## src/rtl/fetch_unit_pkg.sv

```systemverilog
// fetch_unit_pkg: shared widths, reset PC, NOP encoding and queue entry type
// for the instruction fetch unit.
package fetch_unit_pkg;
    localparam int XLEN = 32;
    localparam logic [XLEN-1:0] RESET_PC_DEFAULT = 32'h0000_0000;
    localparam logic [XLEN-1:0] NOP = 32'h0000_0013;

    typedef struct packed {
        logic [XLEN-1:0] inst;
        logic [XLEN-1:0] pc;
    } fetch_entry_t;

    function automatic logic [XLEN-1:0] align_pc(input logic [XLEN-1:0] pc);
        return pc & ~XLEN'(3);
    endfunction
endpackage

```

## src/rtl/fetch_queue.sv

```systemverilog
// fetch_queue: synchronous FIFO with single-cycle flush; head is read combinationally.
module fetch_queue #(
    parameter int DEPTH = 2,
    parameter int WIDTH = 64
) (
    input  logic                     clk,
    input  logic                     rst,
    input  logic                     flush,
    input  logic                     push,
    input  logic                     pop,
    input  logic [WIDTH-1:0]         push_data,
    output logic [WIDTH-1:0]         head,
    output logic                     empty,
    output logic [$clog2(DEPTH):0]   count
);
    localparam int AW = $clog2(DEPTH);

    logic [WIDTH-1:0] mem [DEPTH];
    logic [AW:0]      wr_ptr, rd_ptr;

    // Extra pointer bit distinguishes full from empty.
    assign count = wr_ptr - rd_ptr;
    assign empty = count == '0;
    assign head  = mem[rd_ptr[AW-1:0]];

    always_ff @(posedge clk or posedge rst) begin
        if (rst) begin
            wr_ptr <= '0;
            rd_ptr <= '0;
        end else if (flush) begin
            wr_ptr <= '0;
            rd_ptr <= '0;
        end else begin
            if (push) wr_ptr <= wr_ptr + (AW+1)'(1);
            if (pop)  rd_ptr <= rd_ptr + (AW+1)'(1);
        end
    end

    always_ff @(posedge clk) begin
        if (push && !flush) mem[wr_ptr[AW-1:0]] <= push_data;
    end
endmodule

```

## src/rtl/fetch_unit.sv

```systemverilog
// fetch_unit: issues sequential instruction fetches, queues returned words for the
// decoder, and discards in-flight responses after a redirect.
module fetch_unit
    import fetch_unit_pkg::*;
#(
    parameter logic [XLEN-1:0] RESET_PC = RESET_PC_DEFAULT,
    parameter int              DEPTH    = 2
) (
    input  logic            clk,
    input  logic            rst,
    output logic            imem_req_valid,
    input  logic            imem_req_ready,
    output logic [XLEN-1:0] imem_req_addr,
    input  logic            imem_resp_valid,
    input  logic [XLEN-1:0] imem_resp_data,
    input  logic            redirect_valid,
    input  logic [XLEN-1:0] redirect_pc,
    output logic            inst_valid,
    input  logic            inst_ready,
    output logic [XLEN-1:0] instruction,
    output logic [XLEN-1:0] inst_pc
);
    localparam int CW = $clog2(DEPTH) + 1;

    logic [XLEN-1:0] fetch_pc, resp_pc;
    logic [CW-1:0]   outstanding, drop_cnt, occupancy;
    logic [CW:0]     load;
    logic            empty, pop, push, accept;
    fetch_entry_t    head;

    assign inst_valid = !empty && !redirect_valid;
    assign pop        = inst_valid && inst_ready;

    // Reserve a queue slot for every request in flight so responses never overflow.
    assign load           = {1'b0, outstanding} + {1'b0, occupancy} - (CW+1)'(pop);
    assign imem_req_valid = !rst && !redirect_valid && load < (CW+1)'(DEPTH);
    assign imem_req_addr  = fetch_pc;
    assign accept         = imem_req_valid && imem_req_ready;
    assign push           = imem_resp_valid && !redirect_valid && drop_cnt == '0;
    assign instruction    = empty ? NOP : head.inst;
    assign inst_pc        = empty ? RESET_PC : head.pc;

    fetch_queue #(.DEPTH(DEPTH), .WIDTH(2*XLEN)) u_queue (
        .clk      (clk),
        .rst      (rst),
        .flush    (redirect_valid),
        .push     (push),
        .pop      (pop),
        .push_data({imem_resp_data, resp_pc}),
        .head     (head),
        .empty    (empty),
        .count    (occupancy)
    );

    always_ff @(posedge clk or posedge rst) begin
        if (rst) begin
            fetch_pc    <= RESET_PC;
            resp_pc     <= RESET_PC;
            outstanding <= '0;
            drop_cnt    <= '0;
        end else begin
            outstanding <= outstanding + CW'(accept) - CW'(imem_resp_valid);
            if (redirect_valid) begin
                fetch_pc <= align_pc(redirect_pc);
                resp_pc  <= align_pc(redirect_pc);
                drop_cnt <= outstanding - CW'(imem_resp_valid);
            end else begin
                if (accept) fetch_pc <= fetch_pc + 32'd4;
                if (push)   resp_pc  <= resp_pc + 32'd4;
                if (imem_resp_valid && drop_cnt != '0) drop_cnt <= drop_cnt - CW'(1);
            end
        end
    end
endmodule
```

## config.mk

```make
export PLATFORM = sky130hd
export DESIGN_NAME = fetch_unit
export DESIGN_NICKNAME = d
export VERILOG_FILES = /design/src/rtl/fetch_unit_pkg.sv /design/src/rtl/fetch_queue.sv /design/src/rtl/fetch_unit.sv
export SDC_FILE = /design/constraint.sdc
export NUM_CORES = 1
export LEC_CHECK = 0
export CORE_MARGIN = 1
export CORE_UTILIZATION = 30
export CTS_CLUSTER_DIAMETER = 60
export DETAILED_ROUTE_END_ITERATION = 10
export GPL_ROUTABILITY_DRIVEN = 0
export HOLD_SLACK_MARGIN = 0.15
export PLACE_DENSITY = 0.62
export SKIP_CTS_REPAIR_TIMING = 1
export SLEW_MARGIN = 40
export SYNTH_ARGS = -nofsm -noshare
export SYNTH_HDL_FRONTEND = slang
export SYNTH_SLANG_ARGS = --single-unit
```

## constraint.sdc

```tcl
create_clock -name clk -period 7.2 [get_ports clk]
set_input_delay 1.44 -clock clk [delete_from_list [all_inputs] [get_ports clk]]
set_output_delay 1.44 -clock clk [all_outputs]
set_load 0.1 [all_outputs]
```

# Word level (Yosys, flattened, before mapping)
# Memory sizes are Yosys's and may differ from the RTL's.
# Index checks and enable logic that the tools add are counted.
# Widths: inputs -> output; s select.
[totals]
register_bits = 72
latchBits = 0
mem_bits_rw = 128
romBits = 0
inputBits = 70
output_inout_bits = 98
elab_cells = 52
n_memories = 1
[memory_table]
columns = ["name", "depth", "width", "rd", "rd_clocked_by_memory_dff", "write_ports", "line_no", "source"]
rows = [
  ["u_queue.mem", 2, 64, 1, 0, 1, "fetch_queue.sv:18", "logic [WIDTH-1:0] mem [DEPTH];"],
]
[op_classes]
add_sub_neg = 11
n_mul = 0
div_mod_pow = 0
order_cmp = 1
n_eq_ne = 0
n_shift = 0
mux = 14
n_bitwise = 0
n_reduce_logical = 19
[op_table]
columns = ["op", "n"]
rows = [
  ["$mux 32", 6],
  ["$add 32x3->32 const B", 2],
  ["$mux 2", 6],
  ["$reduce_bool 2->1", 5],
  ["$logic_and 1x1->1", 9],
  ["$add 2x1->2 const B", 2],
  ["$logic_not 2->1", 2],
  ["$sub 2x1->2", 2],
  ["$add 2x2->3", 1],
  ["$logic_not 1->1", 3],
  ["$lt 3x2->1 const B", 1],
  ["$sub 3x1->3", 1],
  ["$add 2x1->2", 1],
  ["$mux 1", 2],
  ["$sub 2x1->2 const B", 1],
  ["$sub 2x2->2", 1],
]

# Longest topological paths before layout
# Gate-level depths: netlist (run 1).
[logic_depth]
ltp_word = 11
mapped_depth = 18
mapped_depth_nobuf = 17

# By module
# Synthesis (run 1) repeated with hierarchy kept, for this count alone.
[unflattened]
cells_unflattened = 704
hier_area_um2 = 8966.1
[modules_own_cells]
columns = ["mod", "instances", "cells_per_inst", "area_each_um2", "seq_area_each_um2"]
rows = [
  ["fetch_queue", 1, 222, 4853.4, 3943.8],
  ["fetch_unit", 1, 482, 4112.7, 1601.5],
]

# Least setup slack after synthesis (run 1)
# Ideal clock, no wire load.
[synth_path]
kind = "input to output"
start = "input port redirect_valid"
end = "output port imem_req_valid"
arrival_time_ns = 6.130
required_time_ns = 5.760
setup_slack_ns = -0.370
cell_stages = 8
path_buffers = 2
path_cell_list = "clkbuf_1 -> clkbuf_1 -> nor2_1 -> ha_1 -> nand2b_1 -> fa_1 -> xnor2_1 -> nor4b_1"
[synth_via]
elab_chain_cells = 6
elab_cells_between_ends = 7
cone_classes = "add/sub (1); order compare (1); reduce/logical (5)"
[synth_lines]
columns = ["item", "line_no", "source"]
rows = [
  ["start, declared", "fetch_unit.sv:16", "input logic redirect_valid,"],
  ["$logic_not 1->1 (*)", "fetch_unit.sv:31, fetch_unit.sv:36", ""],
  ["$logic_and 1x1->1", "fetch_unit.sv:31", "assign inst_valid = !empty && !redirect_valid;"],
  ["$logic_and 1x1->1", "fetch_unit.sv:32", "assign pop = inst_valid && inst_ready;"],
  ["$sub 3x1->3", "fetch_unit.sv:35", "assign load = {1'b0, outstanding} + {1'b0, occupancy} - (CW+1)'(pop);"],
  ["$lt 3x2->1", "fetch_unit.sv:36", "assign imem_req_valid = !rst && !redirect_valid && load < (CW+1)'(DEPTH);"],
  ["$logic_and 1x1->1 (*)", "fetch_unit.sv:36", ""],
  ["end, declared", "fetch_unit.sv:11", "output logic imem_req_valid,"],
]
# Every way passes the cells marked *; elsewhere a longest branch is shown, timed or not.

# Worst setup path in the final report (run 1)
[layout_path]
start = "input port inst_ready"
end = "output port imem_req_valid"
[layout_via]
elab_chain_cells = 4
[layout_lines]
columns = ["item", "line_no", "source"]
rows = [
  ["start, declared", "fetch_unit.sv:19", "input logic inst_ready,"],
  ["$logic_and 1x1->1", "fetch_unit.sv:32", ""],
  ["$sub 3x1->3", "fetch_unit.sv:35", ""],
  ["$lt 3x2->1", "fetch_unit.sv:36", ""],
  ["$logic_and 1x1->1", "fetch_unit.sv:36", ""],
]
# No other way between the ends.

==> metrics.md, run 1 <==
| Metric | Value |
|---|---|
| Port Buffer Count | 161 |
| TritonRoute pass-1 iters | 5 |
| Hold slack | 0.530 ns |
| Die width | 172 um |
| HPWL Detailed | 14800 um |
| Synthesized area per cell | 12.3 sq um |
| Area contributors post-synth | edfxtp_1 (43%), dfrtp_1 (20%), mux2i_1 (7.3%), nor2_1 (3.8%), xnor2_1 (2.8%) |
| CP max FO | 4 |
| Fmax | 0.193 GHz |
| Initial Utilization | 30.8% |
| CTS max path bufs | 2 |
| Clock Tree Root | clkbuf_16 |
| HP Class | register to register |
| # rows | 61 |
| Setup violation total in the final timing report | 0 |
| Crit path capture type | output pin |
| Largest area contributor in the netlist | edfxtp_1 |
| Ant diodes | 0 |
| Top-area cell type share of the netlist area | 43.2% |
| Startpoint Class | input pin |
| Vias per cell | 4.79 |
| # clock sinks | 192 |
| CTS tree | built |
| Dominant synthesized flop cell | edfxtp_1 |
| Vias after detailed routing | 5985 |
| Setup TNS | 0 ns |
| ANT nets after route | 0 |
| Die height | 172 um |
| Slew @ Worst Pin | 0.820 ns |
| Sequential area share after synthesis | 62.9% |
| Clk_skew | 0.0136 ns |
| Commonest cells in the netlist | edfxtp_1 (124), nor2_1 (87), dfrtp_1 (68) |
| Total track usage | 14.9% |
| Io pins | 168 |
| Cell variety after synth | 55 |
| First-pass GRT wire length | 33100 um |
| Initial DRC count | 356 |
| Fin. Hold Viols | 0 |
| Data required time at the worst endpoint | 5.76 ns |
| Final cell count without fillers | 1249 |
| Placed Area | 10200 sq um |
| Final period utilization | 71.8% |
| Share of cells above drive strength 1 | 18.5% |
| Worst slew margin | 45.3% |
| Htree depth | 4 |
| Total gr overflow | 0 |
| Initial antenna violation count | 0 |
| Top-count cell post-synth | edfxtp_1 |
| Core ar. | 28000 sq um |
| Slew Limit Fails | 0 |
| Nets | 938 |
| Status | finished, final reports clean |
| FF+latch count, synth | 192 |
| Setup Crit Path Kind | input pin to output pin |
| TritonCTS Buffers | 17 |
| Routed wire length | 21500 um |
| Drt wl/cell | 17.2 um |
| Layout fillers | 2745 |
| Worst skew pair latency | 0.43 ns |
| Post-synth EDFFs | 124 |
| Vias in the first global route | 5808 |
| Area occupied by multi-input gates | 3010 sq um |
| Min cycle time layout | 5.17 ns |
| Largest net degree at the start of global routing | 69 |
| Die area | 29400 sq um |
| Cells after Synth | 699 |
| Fin area | 10800 sq um |
| FF/Latch Area | 5430 sq um |
| Synthesized area | 8620 sq um |
| Arrival time at the worst endpoint | 3.73 ns |
| Area Growth Syn to Fin | 24.8% |
| Fraction of registers with async set/reset | 35.4% |
| Worst-path clk slew | 0.06 ns |
| Dpl cells | 1217 |
| RSZ-0062 raised after global routing | false |
| DRC | 0 |
| YS warnings | 0 |
| Maxcap violations | 0 |
==> logic make-up (layout without fill, tap and decap cells) <==
logic type	count (synthesis)	after routing	synth area share, %
AO/OA/AOI/OAI	83	83	6.13
buffers and inverters	51	220	2.53
multiplexers	67	67	7.84
AND/OR/NAND/NOR	255	255	14.8
other	1	4	0.0435
adder cells (fa/ha/maj)	10	10	1.54
flip-flops	192	192	62.9
XOR/XNOR	40	40	4.22
==> through the flow <==
| stage | utilization (%) | setup slack [ns] |
|---|---|---|
| after floorplan | - | 0.497 |
| after global placement | 38.0 | 2.06 |
| after detailed placement | 36.4 | 2.05 |
| after CTS | 38.4 | 2.04 |
| after global routing | 38.4 | 1.87 |
| final | 38.4 | 2.03 |
==> flip-flops by register name, summed over array words and instances, names as in the netlist <==
register	count
resp_pc	30
outstanding	2
u_queue.wr_ptr	2
u_queue.mem	124
imem_req_addr	30
drop_cnt	2
u_queue.rd_ptr	2
==> placed cells by master (no fill, tap or decap), types with 5 or more instances in the layout <==
| master | synthesis | layout |
|---|---|---|
| clkbuf_16 | 0 | 18 |
| o211ai_1 | 20 | 20 |
| a31oi_1 | 5 | 5 |
| xor2_1 | 11 | 11 |
| buf_4 | 4 | 8 |
| nor3_1 | 15 | 13 |
| and4_1 | 5 | 5 |
| xnor2_1 | 28 | 28 |
| mux2i_1 | 63 | 63 |
| edfxtp_1 | 124 | 124 |
| clkdlybuf4s50_1 | 0 | 66 |
| nor2_1 | 87 | 86 |
| nand3_1 | 31 | 31 |
| inv_1 | 18 | 17 |
| nand4_1 | 15 | 15 |
| o311ai_0 | 9 | 9 |
| ha_1 | 9 | 9 |
| nor4_1 | 7 | 7 |
| nand2_1 | 62 | 62 |
| and3_1 | 5 | 5 |
| buf_2 | 2 | 94 |
| dfrtp_1 | 68 | 67 |
| o21ai_0 | 35 | 35 |
==> final cells by class <==
cell class,count,area share (%)
Sequential cell,192,50.5
Clock inverter,10,0.675
Clock buffer,22,4.52
Timing Repair Buffer,170,11.3
Tap cell,378,4.40
Inverter,18,0.628
Multi-Input combinational cell,459,28.0
==> per-layer routing <==
metal / share of wire, % / global-route usage [%]
met1: 47 / 21.2
met2: 44 / 22.5
met3: 6.7 / 2.97
met4: 1.6 / 5.20
met5: 0 / 0
==> final timing paths <==
path / start / end / cells after the start / slack, ns
min in group asynchronous: rst / u_queue.rd_ptr[1] / 3 / 1.56
max: inst_ready / imem_req_valid / 9 / 2.03
min: resp_pc[26] / u_queue.mem[0][26] / 0 / 0.53
min reg2reg: resp_pc[26] / u_queue.mem[0][26] / 0 / 0.53
max in group asynchronous: rst / u_queue.rd_ptr[0] / 3 / 5.15
max reg2reg: u_queue.rd_ptr[0] / imem_req_addr[8] / 14 / 2.93
==> worst max-delay path: stages <==
cell	delay [ns]
clkdlybuf4s50_1	0.48
nand2_1	0.09
nor2_1	0.13
ha_1	0.24
nand2b_1	0.15
fa_1	0.38
xnor2_1	0.47
nor4b_2	0.09
buf_4	0.26
Power of run 1 is not shown: default switching activity piles up to over one toggle a cycle in this logic, so the estimate is an artifact.
==> run 2: changes to the inputs <==
--- a/config.mk
+++ b/config.mk
@@ -11,7 +11,7 @@
 export DETAILED_ROUTE_END_ITERATION = 10
 export GPL_ROUTABILITY_DRIVEN = 0
 export HOLD_SLACK_MARGIN = 0.15
-export PLACE_DENSITY = 0.62
+export PLACE_DENSITY = 0.64
 export SKIP_CTS_REPAIR_TIMING = 1
 export SLEW_MARGIN = 40
 export SYNTH_ARGS = -nofsm -noshare
==> constraint.sdc (replaced) <==
create_clock -name clk -period 4.4 [get_ports clk]
set_input_delay 0.88 -clock clk [delete_from_list [all_inputs] [get_ports clk]]
set_output_delay 0.88 -clock clk [all_outputs]
set_load 0.1 [all_outputs]
==> run 2 against run 1 <==
  * Global-route usage down 0.26 points
  * Worst setup slack lost 1.8 ns
  * Final cell count increased by 0.48%
  * Register-to-register slack got worse by 2.1 ns
  * Final area is 2.3% higher
==> metrics.md, run 2 (synthesis gave the netlist of run 1 again) <==
| Metric | Value |
|---|---|
| Status | finished, final reports clean |
| Fin. Hold Viols | 0 |
| Ant diodes | 0 |
| Clk_skew | 0.0158 ns |
| Setup Crit Path Kind | register to output pin |
| Met2 GRT Util | 22.5% |
| HPWL Detailed | 14800 um |
| Grt met1 use | 20.6% |
| Max FFs per register | 124 |
| Layout fillers | 2695 |
| TritonCTS Buffers | 17 |
| CTS tree | built |
| Drt wl/cell | 16.9 um |
| Fmax | 0.239 GHz |
| Layer with the highest usage | met2 |
| Min cycle time layout | 4.18 ns |
| Routed wire length | 21300 um |
| Htree depth | 4 |
| CTS max path bufs | 2 |
| Slew Limit Fails | 0 |
| Crit path capture type | output pin |
| Startpoint Class | register |
| HP Class | register to register |
| TritonRoute pass-1 iters | 5 |
| CP max FO | 4 |
| Layout Utilization | 39.3% |
| # rows | 61 |
| Final period utilization | 95.1% |
| Initial DRC count | 433 |
| Data required time at the worst endpoint | 3.52 ns |
| Worst-path clk slew | 0.08 ns |
| First-pass GRT wire length | 32500 um |
| Worst skew pair latency | 0.43 ns |
| Arrival time at the worst endpoint | 3.30 ns |
| Largest net degree at the start of global routing | 69 |
| Io pins | 168 |
| Nets | 944 |
| Most frequent cells in the layout | edfxtp_1 (124), nor2_1 (87), buf_4 (78) |
| Maxcap violations | 0 |
| Die height | 172 um |
| ANT nets after route | 0 |
| Most common cell after layout, fill and taps aside | edfxtp_1 |
| Setup TNS | 0 ns |
| Area Growth Syn to Fin | 27.7% |
| Share of cells above drive strength 1 | 19.3% |
| Total track usage | 14.7% |
| Vias after detailed routing | 6061 |
| DRC | 0 |
| Total gr overflow | 0 |
| Die width | 172 um |
| Core ar. | 28000 sq um |
| # clock sinks | 192 |
| Initial Utilization | 30.8% |
| GR Util met3 | 3.38% |
| Port Buffer Count | 161 |
| Vias per cell | 4.83 |
| Slew @ Worst Pin | 0.829 ns |
| Setup violation total in the final timing report | 0 |
| Vias in the first global route | 5692 |
| Die area | 29400 sq um |
| Initial antenna violation count | 0 |
| Clock Tree Root | clkbuf_16 |
| Worst slew margin | 44.2% |
run 2: path summary, 6_finish.rpt:
| path | cells after the start | end | startpoint | slack (ns) |
|---|---|---|---|---|
| max | 12 | imem_req_valid | u_queue.wr_ptr[0] | 0.22 |
| min | 0 | u_queue.mem[1][21] | resp_pc[21] | 0.52 |
| max reg2reg | 15 | imem_req_addr[19] | u_queue.wr_ptr[0] | 0.80 |
| min reg2reg | 0 | u_queue.mem[1][21] | resp_pc[21] | 0.52 |
| max in group asynchronous | 3 | u_queue.rd_ptr[0] | rst | 3.05 |
| min in group asynchronous | 2 | outstanding[0] | rst | 0.67 |
run 2: metal layers:
layer  up-vias  routed length, um
li1       2897                  -
met1      2920               9840
met2       223               9610
met3        21               1510
met4         0                308
met5         -                  0
run 2: cell type report:
class	count	area [sq um]	area share [%]
Clock buffer	17	425	3.87
Tap cell	378	473	4.30
Clock inverter	15	150	1.36
Inverter	18	67.6	0.614
Multi-Input combinational cell	459	3030	27.5
Timing Repair Buffer	176	1430	13.0
Sequential cell	192	5430	49.3
run 2: worst max-delay path: stages (launching register included):
cell and delay [ns]:
dfrtp_1 0.41, inv_2 0.12, ha_1 0.16, xnor3_1 0.24, nand2_1 0.11, nand2_1 0.10, nor2_1 0.10, ha_1 0.23
nand2b_1 0.16, fa_1 0.41, xnor2_2 0.20, nor4b_2 0.30, bufbuf_16 0.36
run 2: stage by stage:
| step | area (sq um) | setup WS (ns) | cells | hold slack, ns |
|---|---|---|---|---|
| after CTS | 11000 | -0.0636 | 1254 | 0.517 |
| final | 11000 | 0.217 | 1255 | 0.520 |
| after global placement | 10600 | 0.310 | 1222 | 0.497 |
| after floorplan | 8650 | -0.712 | 702 | 0.462 |
| after detailed placement | 10400 | 0.327 | 1222 | 0.496 |
| after global routing | 11000 | -0.00662 | 1255 | 0.540 |
Power of run 2 is left out for the same reason.
==> run 3: changes to the inputs <==
--- a/config.mk
+++ b/config.mk
@@ -16,4 +16,5 @@
 export SLEW_MARGIN = 40
 export SYNTH_ARGS = -nofsm -noshare
 export SYNTH_HDL_FRONTEND = slang
+export SYNTH_HIERARCHICAL = 1
 export SYNTH_SLANG_ARGS = --single-unit
==> run 3 against run 2 <==
  * Final area up 2.9%
  * Sequential cell count up 4
  * First-iteration DRC count down 19%
  * Non-clock buffer count down 4
  * Fmax up 2.5%
  * Critical path depth down 1
  * Largest cell class unchanged
  * Highest routed layer unchanged
==> metrics.md, run 3 <==
| Metric | Value |
|---|---|
| Routed wire length | 20500 um |
| # clock sinks | 196 |
| CP dominant cell by count | ha_1 |
| Top-area cell type share of the netlist area | 42.9% |
| HPWL Detailed | 13900 um |
| Clock Tree Root | clkbuf_16 |
| CTS max path bufs | 2 |
| Initial Utilization | 30.8% |
| Most common cell after layout, fill and taps aside | edfxtp_1 |
| Crit path capture type | output pin |
| First-pass GRT wire length | 32600 um |
| Final period utilization | 92.7% |
| Data required time at the worst endpoint | 3.52 ns |
| Htree depth | 4 |
| Setup violation total in the final timing report | 0 |
| Setup TNS | 0 ns |
| TritonRoute pass-1 iters | 8 |
| Vias in the first global route | 5859 |
| Largest area contributor in the netlist | edfxtp_1 |
| ANT nets after route | 0 |
| Vias after detailed routing | 5984 |
| Clk_skew | 0.0108 ns |
| Combinational power share | 30.3% |
| TritonCTS Buffers | 17 |
| PwrDens | 471 nW/um^2 |
| Worst hold path stage count | 0 |
| Fmax | 0.245 GHz |
| Cell variety after synth | 51 |
| Area Growth Syn to Fin | 26.3% |
| Worst VDD drop | 0.000277 V |
| Die width | 175 um |
| DRC | 0 |
| Synthesized area | 8970 sq um |
| Psw | 2.08 mW |
| Initial DRC count | 351 |
| Max incr delay on CP | 0.46 ns |
| Setup Crit Path Kind | register to output pin |
| Cell-internal power | 3.25 mW |
| Die height | 175 um |
| Vias per cell | 4.73 |
| Drt wl/cell | 16.2 um |
| Startpoint Class | register |
| Commonest cells in the netlist | edfxtp_1 (128), dfrtp_1 (68), nand2_1 (64) |
| Top-count cell post-synth | edfxtp_1 |
| Worst skew pair latency | 0.43 ns |
| Leakage power total | 4.14 nW |
| Sw frac | 39.1% |
| Clock power share | 27.9% |
| Ant diodes | 0 |
| Most frequent cells in the layout | edfxtp_1 (128), buf_4 (71), dfrtp_1 (67) |
| Critical-path top delay cell | dfrtp_1 |
| Worst-path clk slew | 0.08 ns |
| Slew @ Worst Pin | 0.773 ns |
| Die area | 30600 sq um |
| Worst slew margin | 48.5% |
| Fin. Hold Viols | 0 |
| CTS tree | built |
| Sequential area share after synthesis | 61.8% |
| Reg2Reg Depth | 14 |
| Total track usage | 13.8% |
| YS warnings | 6 |
| Post-synth EDFFs | 128 |
| Fin area | 11300 sq um |
| Largest net degree at the start of global routing | 76 |
| Nets | 948 |
| Max FFs per register | 128 |
| FF+latch count, synth | 196 |
| Area contributors post-synth | edfxtp_1 (43%), dfrtp_1 (19%), mux2_2 (7.8%), nor2b_1 (4.3%), nand2_1 (2.7%) |
| Dpl cells | 1233 |
| # rows | 62 |
| Fraction of registers with async set/reset | 34.7% |
| Slew Limit Fails | 0 |
| Status | finished, final reports clean |
| Final cell count without fillers | 1265 |
| Seq pwr share | 41.8% |
| Placed Area | 10800 sq um |
| RSZ-0062 raised after global routing | false |
| Maxcap violations | 0 |
| Arrival time at the worst endpoint | 3.20 ns |
| Min cycle time layout | 4.08 ns |
| Core ar. | 29100 sq um |
| Layout Utilization | 38.9% |
| Synthesized area per cell | 12.7 sq um |
| CP max FO | 5 |
| HP Class | register to register |
| Dominant synthesized flop cell | edfxtp_1 |
| Share of cells above drive strength 1 | 25.3% |
| Port Buffer Count | 163 |
| Cells after Synth | 704 |
| Crit-path cells | inv_1 -> ha_1 -> and2_2 -> nor2_4 -> and2_1 -> ha_1 -> nand2b_1 -> fa_1 -> xor2_1 -> and3_2 -> buf_12 |
| Total gr overflow | 0 |
| Layout fillers | 2778 |
| Io pins | 168 |
| Initial antenna violation count | 0 |
run 3: cell count changes after synthesis, sizes merged, moves of 6 or more:
cell,previous run,this run
mux2,4,66
nor2,88,26
mux2i,63,2
nor3,16,9
buf,9,16
xnor2,28,18
nor2b,0,61
nor4,10,4
xor2,11,24
clkbuf,24,16
nand4,17,24
run 3: worst max-delay path, delay by kind of cell (launching register included):
family	cells	cell delay (ns)
buf+inv	2	0.29
simple gates	5	0.87
flops	1	0.46
fa+ha+maj	3	0.94
xor+xnor	1	0.19
run 3: routing by layer:
metal | routed length, um | vias up | share of wire (%) | global-route usage (%)
met5 | 0 | - | 0 | 0
li1 | - | 2879 | - | -
met1 | 9890 | 2875 | 48 | 19.6
met3 | 1360 | 17 | 6.6 | 3.83
met4 | 210 | 0 | 1.0 | 3.70
met2 | 9060 | 213 | 44 | 20.5
run 3: kinds of logic (layout without fill, tap and decap cells):
family                     count (synthesis)  in the layout  synth area share, %
and+or+nand+nor                          253            253                 15.6
DFF                                      196            196                 61.8
AOI/OAI and AO/OA                         82             82                 5.75
muxes                                     68             68                 8.51
buffers and inverters                     52            224                 2.68
xor gates and xnor gates                  42             42                 4.10
adders and majority gates                 10             10                 1.48
other                                      1              6               0.0418
run 3: metrics by stage:
| stage | hold slack (ns) | power (mW) | worst slack (ns) |
|---|---|---|---|
| after floorplan | 0.462 | 3.50 | -0.141 |
| after global placement | 0.480 | 3.92 | 0.479 |
| after detailed placement | 0.491 | 3.90 | 0.550 |
| after CTS | 0.515 | 5.40 | 0.268 |
| after global routing | 0.526 | 5.58 | 0.113 |
| final | 0.515 | 5.33 | 0.320 |
run 3: cell type report:
| class | count | area, sq um | area share, % |
|---|---|---|---|
| Clock buffer | 17 | 425 | 3.76 |
| Clock inverter | 15 | 144 | 1.27 |
| Inverter | 20 | 75.1 | 0.663 |
| Multi-Input combinational cell | 461 | 3230 | 28.6 |
| Sequential cell | 196 | 5550 | 49.0 |
| Tap cell | 384 | 480 | 4.24 |
| Timing Repair Buffer | 172 | 1420 | 12.5 |
run 3: worst paths after layout:
kind,start,slack (ns),endpoint
max in group asynchronous,rst,2.58,resp_pc[12]
min reg2reg,resp_pc[31],0.52,u_queue/mem[1][31]
min in group asynchronous,rst,0.74,u_queue/wr_ptr[1]
max,u_queue/wr_ptr[0],0.32,imem_req_valid
max reg2reg,u_queue/wr_ptr[0],0.69,imem_req_addr[25]
min,resp_pc[31],0.52,u_queue/mem[1][31]
run 3: power groups by stage:
stage | combinational (mW) | sequential [mW] | clock (mW)
final | 1.62 | 2.23 | 1.49
after global routing | 1.71 | 2.25 | 1.62
after CTS | 1.64 | 2.23 | 1.54
after detailed placement | 1.63 | 2.26 | 0
after global placement | 1.65 | 2.26 | 0
after floorplan | 0.999 | 2.51 | 0
No activity file was read; power rests on OpenSTA's default activity.
